### src/rtl/rv_pkg.sv
// Shared RV32I load/store width codes, LSU state encoding and the LSU timeout default.
package rv_pkg;

   localparam int unsigned TimeoutCyclesDefault = 16;

   localparam logic [2:0] Funct3B  = 3'b000;
   localparam logic [2:0] Funct3H  = 3'b001;
   localparam logic [2:0] Funct3W  = 3'b010;
   localparam logic [2:0] Funct3Bu = 3'b100;
   localparam logic [2:0] Funct3Hu = 3'b101;

   typedef enum logic [1:0] {
      StIdle = 2'b00,
      StWait = 2'b01,
      StResp = 2'b10
   } lsu_state_e;

   // Unsigned widths only exist for loads.
   function automatic logic funct3_illegal(input logic we, input logic [2:0] f3);
      case (f3)
         Funct3B, Funct3H, Funct3W: return 1'b0;
         Funct3Bu, Funct3Hu:        return we;
         default:                   return 1'b1;
      endcase
   endfunction

   function automatic logic misaligned(input logic [2:0] f3, input logic [1:0] off);
      return ((f3[1:0] == 2'b01) && off[0]) || ((f3[1:0] == 2'b10) && (off != 2'b00));
   endfunction

endpackage

### src/rtl/lsu_align.sv
// Byte-lane steering: store path replicates data and builds enables, load path
// selects the addressed lane and sign/zero-extends it.
module lsu_align import rv_pkg::*; #(
   parameter bit LoadPath = 1'b0
) (
   input  logic [2:0]  funct3_i,
   input  logic [1:0]  offset_i,
   input  logic [31:0] data_i,
   output logic [31:0] data_o,
   output logic [3:0]  be_o
);

   if (LoadPath) begin : g_load
      logic [15:0] lane;
      assign lane = 16'(data_i >> {offset_i, 3'b000});

      always_comb begin
         be_o = 4'b1111;
         case (funct3_i)
            Funct3B:  data_o = {{24{lane[7]}}, lane[7:0]};
            Funct3H:  data_o = {{16{lane[15]}}, lane};
            Funct3Bu: data_o = {24'h0, lane[7:0]};
            Funct3Hu: data_o = {16'h0, lane};
            default:  data_o = data_i;
         endcase
      end
   end else begin : g_store
      always_comb begin
         case (funct3_i)
            Funct3B: begin
               data_o = {4{data_i[7:0]}};
               be_o   = 4'b0001 << offset_i;
            end
            Funct3H: begin
               data_o = {2{data_i[15:0]}};
               be_o   = 4'b0011 << offset_i;
            end
            default: begin
               data_o = data_i;
               be_o   = 4'b1111;
            end
         endcase
      end
   end

endmodule

### src/rtl/lsu.sv
// Single-outstanding RV32I load/store unit with memory timeout.
// Define LSU_MISALIGN_TRAP_EN to report misaligned accesses as errors instead of aligning them.
module lsu import rv_pkg::*; #(
   parameter int unsigned TIMEOUT_CYCLES = TimeoutCyclesDefault
) (
   input  logic        clk,
   input  logic        rst,
   input  logic        req_valid,
   output logic        req_ready,
   input  logic        req_we,
   input  logic [2:0]  req_funct3,
   input  logic [31:0] req_addr,
   input  logic [31:0] req_wdata,
   output logic        rsp_valid,
   output logic [31:0] rsp_rdata,
   output logic        rsp_err,
   output logic        mem_req,
   output logic        mem_we,
   output logic [31:0] mem_addr,
   output logic [31:0] mem_wdata,
   output logic [3:0]  mem_be,
   input  logic        mem_ack,
   input  logic [31:0] mem_rdata
);

   localparam int unsigned CntW = $clog2(TIMEOUT_CYCLES + 1);
   localparam logic [CntW-1:0] CntLimit = CntW'(TIMEOUT_CYCLES);

   lsu_state_e     state_q, state_d;
   logic           req_ready_q, req_ready_d;
   logic           rsp_valid_q, rsp_valid_d;
   logic           rsp_err_q, rsp_err_d;
   logic [31:0]    rsp_rdata_q, rsp_rdata_d;
   logic           mem_req_q, mem_req_d;
   logic           mem_we_q, mem_we_d;
   logic [31:0]    mem_addr_q, mem_addr_d;
   logic [31:0]    mem_wdata_q, mem_wdata_d;
   logic [3:0]     mem_be_q, mem_be_d;
   logic           we_q, we_d;
   logic [2:0]     funct3_q, funct3_d;
   logic [1:0]     off_q, off_d;
   logic [CntW-1:0] cnt_q, cnt_d;

   logic        mis_err;
   logic [1:0]  eff_off;
   logic [31:0] st_data, ld_data;
   logic [3:0]  st_be, ld_be;

`ifdef LSU_MISALIGN_TRAP_EN
   assign mis_err = misaligned(req_funct3, req_addr[1:0]);
   assign eff_off = req_addr[1:0];
`else
   assign mis_err = 1'b0;
   // Halfwords drop bit 0, words drop both bits; bytes are never misaligned.
   assign eff_off = (req_funct3[1:0] == 2'b01) ? {req_addr[1], 1'b0} :
                    (req_funct3[1:0] == 2'b10) ? 2'b00 : req_addr[1:0];
`endif

   lsu_align #(.LoadPath(1'b0)) u_align_st (
      .funct3_i (req_funct3),
      .offset_i (eff_off),
      .data_i   (req_wdata),
      .data_o   (st_data),
      .be_o     (st_be)
   );

   lsu_align #(.LoadPath(1'b1)) u_align_ld (
      .funct3_i (funct3_q),
      .offset_i (off_q),
      .data_i   (mem_rdata),
      .data_o   (ld_data),
      .be_o     (ld_be)
   );

   always_comb begin
      state_d     = state_q;
      req_ready_d = req_ready_q;
      rsp_valid_d = 1'b0;
      rsp_err_d   = rsp_err_q;
      rsp_rdata_d = rsp_rdata_q;
      mem_req_d   = mem_req_q;
      mem_we_d    = mem_we_q;
      mem_addr_d  = mem_addr_q;
      mem_wdata_d = mem_wdata_q;
      mem_be_d    = mem_be_q;
      we_d        = we_q;
      funct3_d    = funct3_q;
      off_d       = off_q;
      cnt_d       = cnt_q;
      case (state_q)
         StIdle: begin
            if (req_valid) begin
               req_ready_d = 1'b0;
               we_d        = req_we;
               funct3_d    = req_funct3;
               off_d       = eff_off;
               cnt_d       = '0;
               if (funct3_illegal(req_we, req_funct3) || mis_err) begin
                  state_d     = StResp;
                  rsp_valid_d = 1'b1;
                  rsp_err_d   = 1'b1;
                  rsp_rdata_d = '0;
               end else begin
                  state_d     = StWait;
                  mem_req_d   = 1'b1;
                  mem_we_d    = req_we;
                  mem_addr_d  = {req_addr[31:2], 2'b00};
                  mem_be_d    = req_we ? st_be : ld_be;
                  mem_wdata_d = req_we ? st_data : '0;
               end
            end
         end
         StWait: begin
            if (mem_ack) begin
               state_d     = StResp;
               mem_req_d   = 1'b0;
               rsp_valid_d = 1'b1;
               rsp_err_d   = 1'b0;
               rsp_rdata_d = we_q ? '0 : ld_data;
            end else if (cnt_q == CntLimit) begin
               state_d     = StResp;
               mem_req_d   = 1'b0;
               rsp_valid_d = 1'b1;
               rsp_err_d   = 1'b1;
               rsp_rdata_d = '0;
            end else begin
               cnt_d = cnt_q + 1'b1;
            end
         end
         StResp: begin
            state_d     = StIdle;
            req_ready_d = 1'b1;
         end
         default: begin
            state_d     = StIdle;
            req_ready_d = 1'b1;
            mem_req_d   = 1'b0;
         end
      endcase
   end

   always_ff @(posedge clk or negedge rst) begin
      if (!rst) begin
         state_q     <= StIdle;
         req_ready_q <= 1'b1;
         rsp_valid_q <= 1'b0;
         rsp_err_q   <= 1'b0;
         rsp_rdata_q <= '0;
         mem_req_q   <= 1'b0;
         mem_we_q    <= 1'b0;
         mem_addr_q  <= '0;
         mem_wdata_q <= '0;
         mem_be_q    <= '0;
         we_q        <= 1'b0;
         funct3_q    <= '0;
         off_q       <= '0;
         cnt_q       <= '0;
      end else begin
         state_q     <= state_d;
         req_ready_q <= req_ready_d;
         rsp_valid_q <= rsp_valid_d;
         rsp_err_q   <= rsp_err_d;
         rsp_rdata_q <= rsp_rdata_d;
         mem_req_q   <= mem_req_d;
         mem_we_q    <= mem_we_d;
         mem_addr_q  <= mem_addr_d;
         mem_wdata_q <= mem_wdata_d;
         mem_be_q    <= mem_be_d;
         we_q        <= we_d;
         funct3_q    <= funct3_d;
         off_q       <= off_d;
         cnt_q       <= cnt_d;
      end
   end

   assign req_ready = req_ready_q;
   assign rsp_valid = rsp_valid_q;
   assign rsp_err   = rsp_err_q;
   assign rsp_rdata = rsp_rdata_q;
   assign mem_req   = mem_req_q;
   assign mem_we    = mem_we_q;
   assign mem_addr  = mem_addr_q;
   assign mem_wdata = mem_wdata_q;
   assign mem_be    = mem_be_q;

endmodule

### config.mk
export PLATFORM = sky130hd
export DESIGN_NAME = lsu
export DESIGN_NICKNAME = d
export VERILOG_FILES = /design/src/rtl/rv_pkg.sv /design/src/rtl/lsu_align.sv /design/src/rtl/lsu.sv
export SDC_FILE = /design/constraint.sdc
export NUM_CORES = 1
export LEC_CHECK = 0
export ABC_AREA = 1
export BUFFER_PORTS_ARGS = -buffer_cell sky130_fd_sc_hd__buf_4
export CORE_MARGIN = 2
export CORE_UTILIZATION = 30
export CTS_BUF_LIST = sky130_fd_sc_hd__clkbuf_4
export DETAILED_ROUTE_END_ITERATION = 7
export GPL_ROUTABILITY_DRIVEN = 0
export SLEW_MARGIN = 5
export SYNTH_ARGS = -nofsm -noshare
export SYNTH_HDL_FRONTEND = slang
export SYNTH_SLANG_ARGS = --single-unit
export TNS_END_PERCENT = 20
### constraint.sdc
create_clock -name clk -period 2.2 [get_ports clk]
set_input_delay 0.44 -clock clk [delete_from_list [all_inputs] [get_ports clk]]
set_output_delay 0.44 -clock clk [all_outputs]
set_load 0.02 [all_outputs]
# == Yosys cells after proc, flatten, opt, wreduce, memory -nomap -nowiden ==
# Index checks and enable logic that the tools add are counted.
# word_totals
input_bits,104
ff_bits,116
word_cells,94
# classes
n_bitwise,3
n_addsub,1
shift,3
n_mux,42
n_reduce_logical,13
eq_ne,18
# ops
op,n
2-to-1 mux 32 bit,6
case mux 32 bit (2 select lines),2
case mux 32 bit (4 select lines),1
right shift 32 x 5 -> 16 bit,1
2-to-1 mux 1 bit,15
2-to-1 mux 5 bit,3
"equality test 3 bit, second input constant",4
2-to-1 mux 2 bit,6
AND reduction 4 bit,3
"inequality test 2 bit, second input constant",5
case mux 5 bit (2 select lines),1
case mux 1 bit (2 select lines),4
case mux 4 bit (2 select lines),1
"equality test 3 x 1 -> 1 bit, second input constant",2
zero test 3 bit,2
AND reduction 2 bit,3
"adder 5 x 1 -> 5 bit, second input constant",1
"equality test 5 bit, second input constant",1
"equality test 2 x 1 -> 1 bit, second input constant",2
"equality test 2 bit, second input constant",2
2-to-1 mux 4 bit,1
case mux 2 bit (2 select lines),1
"<< shifter 1 x 2 -> 4 bit, first input constant",1
"<< shifter 2 x 2 -> 4 bit, first input constant",1
9 further kinds,11

# == Logic depth before layout (Yosys ltp) ==
# Gate-level depths: netlist of run 1.
# depth
word_depth,8
depth_mapped,10
depth_no_buf,9

# == Modules after synthesis ==
# A second synthesis of run 1 with hierarchy kept.
# unflattened
hier_cells,854
area_unflattened_um2,6444.9
# modules_own_cells
module,area_per_inst_um2,seq_area_each_um2,cells_per_inst,instances
lsu,4903.5,2904.0,538,1
lsu_align at u_align_ld,1051.0,0.0,215,1
lsu_align at u_align_st,490.5,0.0,101,1

# == Worst setup path after synthesis of run 1 ==
# No wires, ideal clock.
# synth_timing
path_type,input -> register
from,input port req_funct3[0]
to,register mem_wdata_q[16] (netlist: mem_wdata[16])
setup_slack_ps,735
path_stages,7
arrival_time_ps,1341
setup_ps,124
t_required_ps,2076
cell_sequence,buf_6 o21ai_2 nand2_2 buf_4 buf_6 nand2_1 o31ai_1
# synth_between
elab_chain_len,7
word_cells_on_any_way,14
classes_between,4 x eq/ne; 5 x mux; 1 x bitwise; 4 x reduce/logical
# synth_rtl
item,line,text
"start, declared",lsu.sv:11,"input logic [2:0] req_funct3,"
equality test 3 x 2 -> 1 bit (tied with other cells),rv_pkg.sv:20,case (f3)
OR reduction 3 bit or OR reduction 2 bit (tied branches),rv_pkg.sv:20,
case mux 1 bit (2 select lines),rv_pkg.sv:20,
2-to-1 mux 1 bit,lsu.sv:92,if (req_valid) begin
2-to-1 mux 1 bit,lsu.sv:90,case (state_q)
NOT 1 bit (no line),--,
AND reduction 3 bit (no line),--,
"end signal, assigned",lsu.sv:167,mem_wdata_q <= mem_wdata_d;
"end, declared",lsu.sv:37,"logic [31:0] mem_wdata_q, mem_wdata_d;"
# Parallel ways exist; a longest one is shown, timed or not. The select of a mux whose other input is x is not followed.
# A chain may end at the register's enable or synchronous reset.

# == Final worst setup path of run 1 ==
# layout_timing
from,register off_q[0]
to,register rsp_rdata_q[12] (netlist: rsp_rdata[12])
# layout_between
elab_chain_len,5
# layout_rtl
item,line,text
"start, declared",lsu.sv:41,"logic [1:0] off_q, off_d;"
"start signal, assigned",lsu.sv:156,off_q <= '0;
"start signal, assigned",lsu.sv:171,off_q <= off_d;
right shift 32 x 5 -> 16 bit,lsu_align.sv:15,"assign lane = 16'(data_i >> {offset_i, 3'b000});"
case mux 32 bit (4 select lines),lsu_align.sv:19,case (funct3_i)
2-to-1 mux 32 bit,lsu.sv:119,rsp_rdata_d = we_q ? '0 : ld_data;
2-to-1 mux 32 bit,lsu.sv:114,if (mem_ack) begin
case mux 32 bit (2 select lines),lsu.sv:90,
"end signal, assigned",lsu.sv:163,rsp_rdata_q <= rsp_rdata_d;
"end, declared",lsu.sv:33,"logic [31:0] rsp_rdata_q, rsp_rdata_d;"
# No other way between the ends.

==> metrics.txt, run 1 <==
first-pass iteration count of the detailed router 5; Worst-path clk slew roughly 0.11 ns; crit path time final 1.76 ns; post-CTS sizing 0; first-pass GRT wire length around 28 mm; worst skew pair latency around 0.52 ns; Ys Warns 0; pre-CTS WS slightly above 0.4 ns; Max IR drop VDD roughly 0.55 mV; Hold Violations, Final 0; WP data arrival about 2.2 ns; commonest non-fill, non-tap cell in the layout nand2_1; setup TNS 0 ns; Post-CTS Setup Bufs 0; Setup CP Type reg2reg; grt total ovfl 0; Filler Cell Count about 1900; Buf/Inv on CP 1; WP depth 9; Avg Cell Area, Syn ~8 sq um; Sink Count 116; critical path, cell by cell inv_2 -> nand2_1 -> nand3_1 -> nand2_1 -> nand2_1 -> nand2_1 -> nand2_1 -> nand2_1 -> nand2_1; setup slack after layout around 0.44 ns; final setup fails 0; FF-to-FF path depth 9; clock tree root driver cell clkbuf_4; CTS tree yes; RSZ-0062 raised after global routing no; die area roughly 20000 sq um; CP Max Fanout 13; CP startpoint kind flop; maxcap violations 0; PD cells around 1100 nW/um^2; slowest stage delay, CP 0.55 ns; wire per inst about 15 um; Die Y 141 um; synthesized area ~5600 sq um; CP required ~2.6 ns; DR iter-0 viols 296; Starting Density 30.9%; Core Footprint between 15000 and 20000 sq um; crit share post-route between 80% and 90%; Ports roughly 210; outcome finished, final reports clean; DRC viols 0; number of global-route vias before repair between 5000 and 6000; CTS Buf Count 17; Chip Width around 140 um; cell mode on critical path nand2_1; Crit-path slowest cell dfrtp_1; slew at the pin with the worst max-slew slack just under 0.6 ns; Area growth syn-to-layout 36.6%; H-tree levels 4; Final Max Tran Viols 0; Cell variety after synth 34; #FFs+latches synth roughly 120; clock skew around 0.014 ns; highest clock rate 568 MHz; Final HPWL DP between 10 and 15 mm; delay-heaviest family, CP simple AND/OR/NAND/NOR gates; Final ANT Viol Nets 0; WHS Path Cells 3; # nets final between 1000 and 1500; gr usage total between 10% and 20%; initial antenna violation count 1; layout cells sized above 1 between 30% and 40%; I/O Buffers ~210; CP endpoint kind flop; commonest non-fill, non-tap cells in the layout nand2_1, buf_4, dfrtp_1; post-synthesis sequential area ratio about 52%; Cell Rows around 50; routed vias/inst between 4 and 5; final wirelength around 18 mm; Syn Inst Count 697; leakage 4.13 nW; Vias 5363; Clock Path Buffers 2; Relative slew margins between 60 and 70%; largest net degree at the start of global routing 58; HP Class in2reg
## cell usage after synthesis
cell type,number,area share [%]
o21bai_1,1,0.13
inv_1,33,2.2
clkbuf_1,5,0.34
nand2_4,1,0.20
nand3_4,1,0.31
ha_1,2,0.45
dfstp_2,1,0.47
o211ai_1,9,1.2
o31ai_1,8,1.1
nand3_1,44,3.9
a22o_1,8,1.3
nand2_1,306,21
or2_2,16,1.8
buf_6,9,1.8
buf_4,3,0.40
o21ai_2,2,0.31
clkinv_2,1,0.089
nand3_2,1,0.18
o2111ai_1,6,0.94
conb_1,1,0.067
dfrtp_1,115,51
nand2_2,4,0.45
buf_2,16,1.4
nor2_4,5,1.0
nand4_1,1,0.11
xor2_1,2,0.31
o21ai_0,20,1.8
a21oi_1,11,0.98
nor3_1,2,0.18
nand3b_1,2,0.27
nor2_2,1,0.11
o21ai_1,12,1.1
inv_2,5,0.34
nor2_1,43,2.9
## per-layer routing
layer  share of wire [%]  GRT usage (%)  up-vias
li1                    -              -     2634
met1                  42           22.5     2487
met2                  46           28.6      225
met3                 9.9           7.54       17
met4                 1.3           5.21        0
met5                   0              0        -
## final cells by class
type	count	area, sq um	area share, %
multi-input combinational	510	2330	30.5
inverter	39	148	1.93
sequential	116	2900	38.0
antenna	1	2.50	0.0327
timing repair buffer	220	1680	22.0
clock inverter	14	161	2.11
clock buffer	18	135	1.77
tap	229	287	3.75
## kinds of logic after synthesis
kind of cell               count (synthesis)  synth area share (%)
xor gates and xnor gates                   2                 0.313
buffers and inverters                     72                  6.61
other                                      1                0.0670
AOI/OAI and AO/OA                         77                  8.76
and+or+nand+nor                          427                  31.9
DFF                                      116                  51.9
adders and majority gates                  2                 0.447
## metrics by stage
step | util (%) | instance area (sq um) | std cells | power [mW] | hold WS, ns
final | 42.1 | 7650 | 1147 | 8.67 | 0.0976
after CTS | 42.1 | 7640 | 1146 | 8.78 | 0.0336
after global placement | 40.4 | 7340 | 1113 | 7.05 | 0.389
after floorplan | - | 5600 | 698 | 5.39 | 0.144
after global routing | 42.1 | 7650 | 1147 | 9.24 | 0.0278
after detailed placement | 40.4 | 7340 | 1113 | 7.08 | 0.386
## timing repair
action	CTS	global route
hold endpoints to repair	20	0
setup endpoints to repair	0	0
hold buffers	1	0
## registers in the layout, indices dropped and copies added, names as in the netlist
name and cells:
rsp_valid 1, mem_wdata 32, rsp_rdata 32, cnt_q 5, off_q 2, mem_be 4, req_ready 1, mem_req 1
mem_addr 30, funct3_q 3, state_q 2, we_q 1, rsp_err 1, mem_we 1
## worst paths after layout
path,start,to,slack [ns]
hold reg to reg,mem_addr[29],mem_addr[29],0.49
min in group asynchronous,rst,rsp_rdata[7],0.36
setup / recovery,off_q[0],rsp_rdata[12],0.44
hold / removal,req_addr[12],mem_addr[12],0.1
max in group asynchronous,rst,rsp_rdata[4],1.24
setup reg to reg,off_q[0],rsp_rdata[12],0.44
## where the power goes
group / leakage, nW / switching [mW] / total [mW] / internal, mW
Clock: 0.153 / 0.879 / 1.67 / 0.792
Combinational: 2.48 / 2.19 / 3.69 / 1.50
Sequential: 1.49 / 0.492 / 3.31 / 2.82
Total: 4.13 / 3.56 / 8.67 / 5.11
## worst reg2reg max path, delay by kind of cell, from the launching register on
kind                   cells  cell delay, ns
buffers and inverters      1            0.22
DFF                        1            0.55
and+or+nand+nor            8            0.89
Note: power is estimated with default switching activity, not from simulation.
==> inputs of run 2 (changes only) <==
==> constraint.sdc (replaced) <==
create_clock -name clk -period 1.8 [get_ports clk]
set_input_delay 0.36 -clock clk [delete_from_list [all_inputs] [get_ports clk]]
set_output_delay 0.36 -clock clk [all_outputs]
set_load 0.02 [all_outputs]
==> metrics.txt, run 2 (synthesized netlist as in run 1, its figures left out) <==
Hold WS roughly 0.062 ns; WHS Path Cells 3; Buf/Inv on CP 1; Crit-path slowest cell dfrtp_1; gr usage total between 10% and 20%; Post-CTS Setup Bufs 0; Starting Density a little under a third; # nets final roughly 1000; number of global-route vias before repair 5380; Core Footprint between 15000 and 20000 sq um; maxcap violations 0; FF-to-FF setup slack 0.18 ns; crit path time final about 1.6 ns; GRT met1 Usage 23.8%; Area growth syn-to-layout 44.0%; CP required around 2.2 ns; r2r endpoint rsp_rdata[12]; commonest non-fill, non-tap cell in the layout nand2_1; initial antenna violation count 1; Reg2Reg Launch Point off_q[0]; FF-to-FF path depth 9; layout cells sized above 1 a little under a third; switching part of the total between 40 and 50%; Internal Dissipation 6.38 mW; final wirelength around 18 mm; CTS Buf Count 17; slowest stage delay, CP 0.47 ns; routed vias/inst approximately 4.6; cell mode on critical path nand2_1; critical path, cell by cell buf_4 -> nand2_1 -> nand3_1 -> nand2_1 -> nand2_1 -> nand2_1 -> nand2_1 -> nand2_1 -> nand2_1; CP Launch Point off_q[0]; DRC viols 0; clock skew about 0.021 ns; Worst-path clk slew 0.14 ns; HP Class in2reg; net load switching power ~4.5 mW; leakage 4.31 nW; outcome finished, final reports clean; largest net degree at the start of global routing 54; Hold Violations, Final 0; CP Max Fanout 8; clock share of power 20.2%; Final ANT Viol Nets 0; Final HPWL DP approximately 13 mm; CP startpoint kind flop; CP endpoint kind flop; busiest grt layer met2; delay-heaviest family, CP simple AND/OR/NAND/NOR gates; die area between 15000 and 20000 sq um; first-pass GRT wire length between 20 and 30 mm; setup TNS 0 ns; Max IR drop VDD 0.857 mV; commonest non-fill, non-tap cells in the layout nand2_1, buf_4, dfrtp_1; Final Max Tran Viols 0; grt total ovfl 0; hold path endpoint mem_wdata[28]; Tot Pwr between 10 and 15 mW; Die Y between 100 and 150 um; Vias ~5500; RSZ-0062 raised after global routing no; highest clock rate slightly above 600 MHz; WP data arrival between 2 and 2.5 ns; sequential share of power 36.9%; I/O Buffers just over 200; Post-Place Cells 1121; Setup CP Type reg2reg; Hold Crit Start req_wdata[28]; CTS tree yes; worst skew pair latency 0.54 ns; final setup fails 0; PD cells around 1300 nW/um^2; WP depth 9; DR iter-0 viols 320; first-pass iteration count of the detailed router 6; Ports 209; met2 Use GR 28.3%; combinational power share 43.0%; final std cells w/o fill approximately 1200; clock tree root driver cell clkbuf_4; Sink Count ~120; wire per inst ~15 um; Chip Width 141 um; H-tree levels 4; met3 usage 6.39%; Clock Path Buffers 2; crit share post-route about nine tenths; Cell Rows 49
[run 2: worst register-to-register path: stages (launching register included)]
cell	delay [ns]
dfrtp_1	0.47
buf_4	0.18
nand2_1	0.08
nand3_1	0.09
nand2_1	0.07
nand2_1	0.06
nand2_1	0.27
nand2_1	0.09
nand2_1	0.12
nand2_1	0.06
[run 2: power groups by stage]
stage	clock network [mW]	logic [mW]	registers (mW)
2_1_floorplan	0	1.67	4.91
3_3_place_gp	0	4.61	4.06
3_5_place_dp	0	4.66	4.04
4_1_cts	2.25	4.71	4.01
5_1_grt	2.38	5.10	4.12
6_report	2.19	4.67	4.01
[run 2: cell type report]
cell class	count	area (sq um)
clock inverter	15	198
multi-input combinational	510	2330
inverter	39	150
fill	1836	10100
sequential	116	2900
antenna	2	5.00
clock buffer	17	128
timing repair buffer	257	2060
tap	229	287
[run 2: metrics by stage]
stage	worst slack [ns]	cell area [sq um]	util (%)
floorplan	0.415	5600	-
global placement	0.145	7420	40.9
detailed placement	0.0908	7420	40.9
CTS	0.106	8050	44.4
global route	0.00775	8060	44.4
finish	0.178	8060	44.4
[run 2: worst max-delay path by stage]
stage               endpoint  slack, ns
4_1_cts         mem_wdata[3]       0.11
3_5_place_dp   rsp_rdata[31]       0.09
6_report       rsp_rdata[12]       0.18
3_3_place_gp    rsp_rdata[4]       0.14
5_1_grt         mem_wdata[8]      0.008
2_1_floorplan  mem_wdata[16]       0.41
[run 2: layer usage]
layer  part of all wire (%)  wire [um]  up-vias
met1                     43       7660     2506
met4                    1.8        314        0
li1                       -          -     2709
met3                    9.6       1700       20
met2                     45       8070      245
met5                      0          0        -
[run 2: repair_timing]
item / 4_1_cts / 5_1_grt
hold buffers: 30 / 0
endpoints found under the setup margin: 0 / 53
endpoints found under the hold margin: 144 / 0
gates resized for setup: 0 / 3
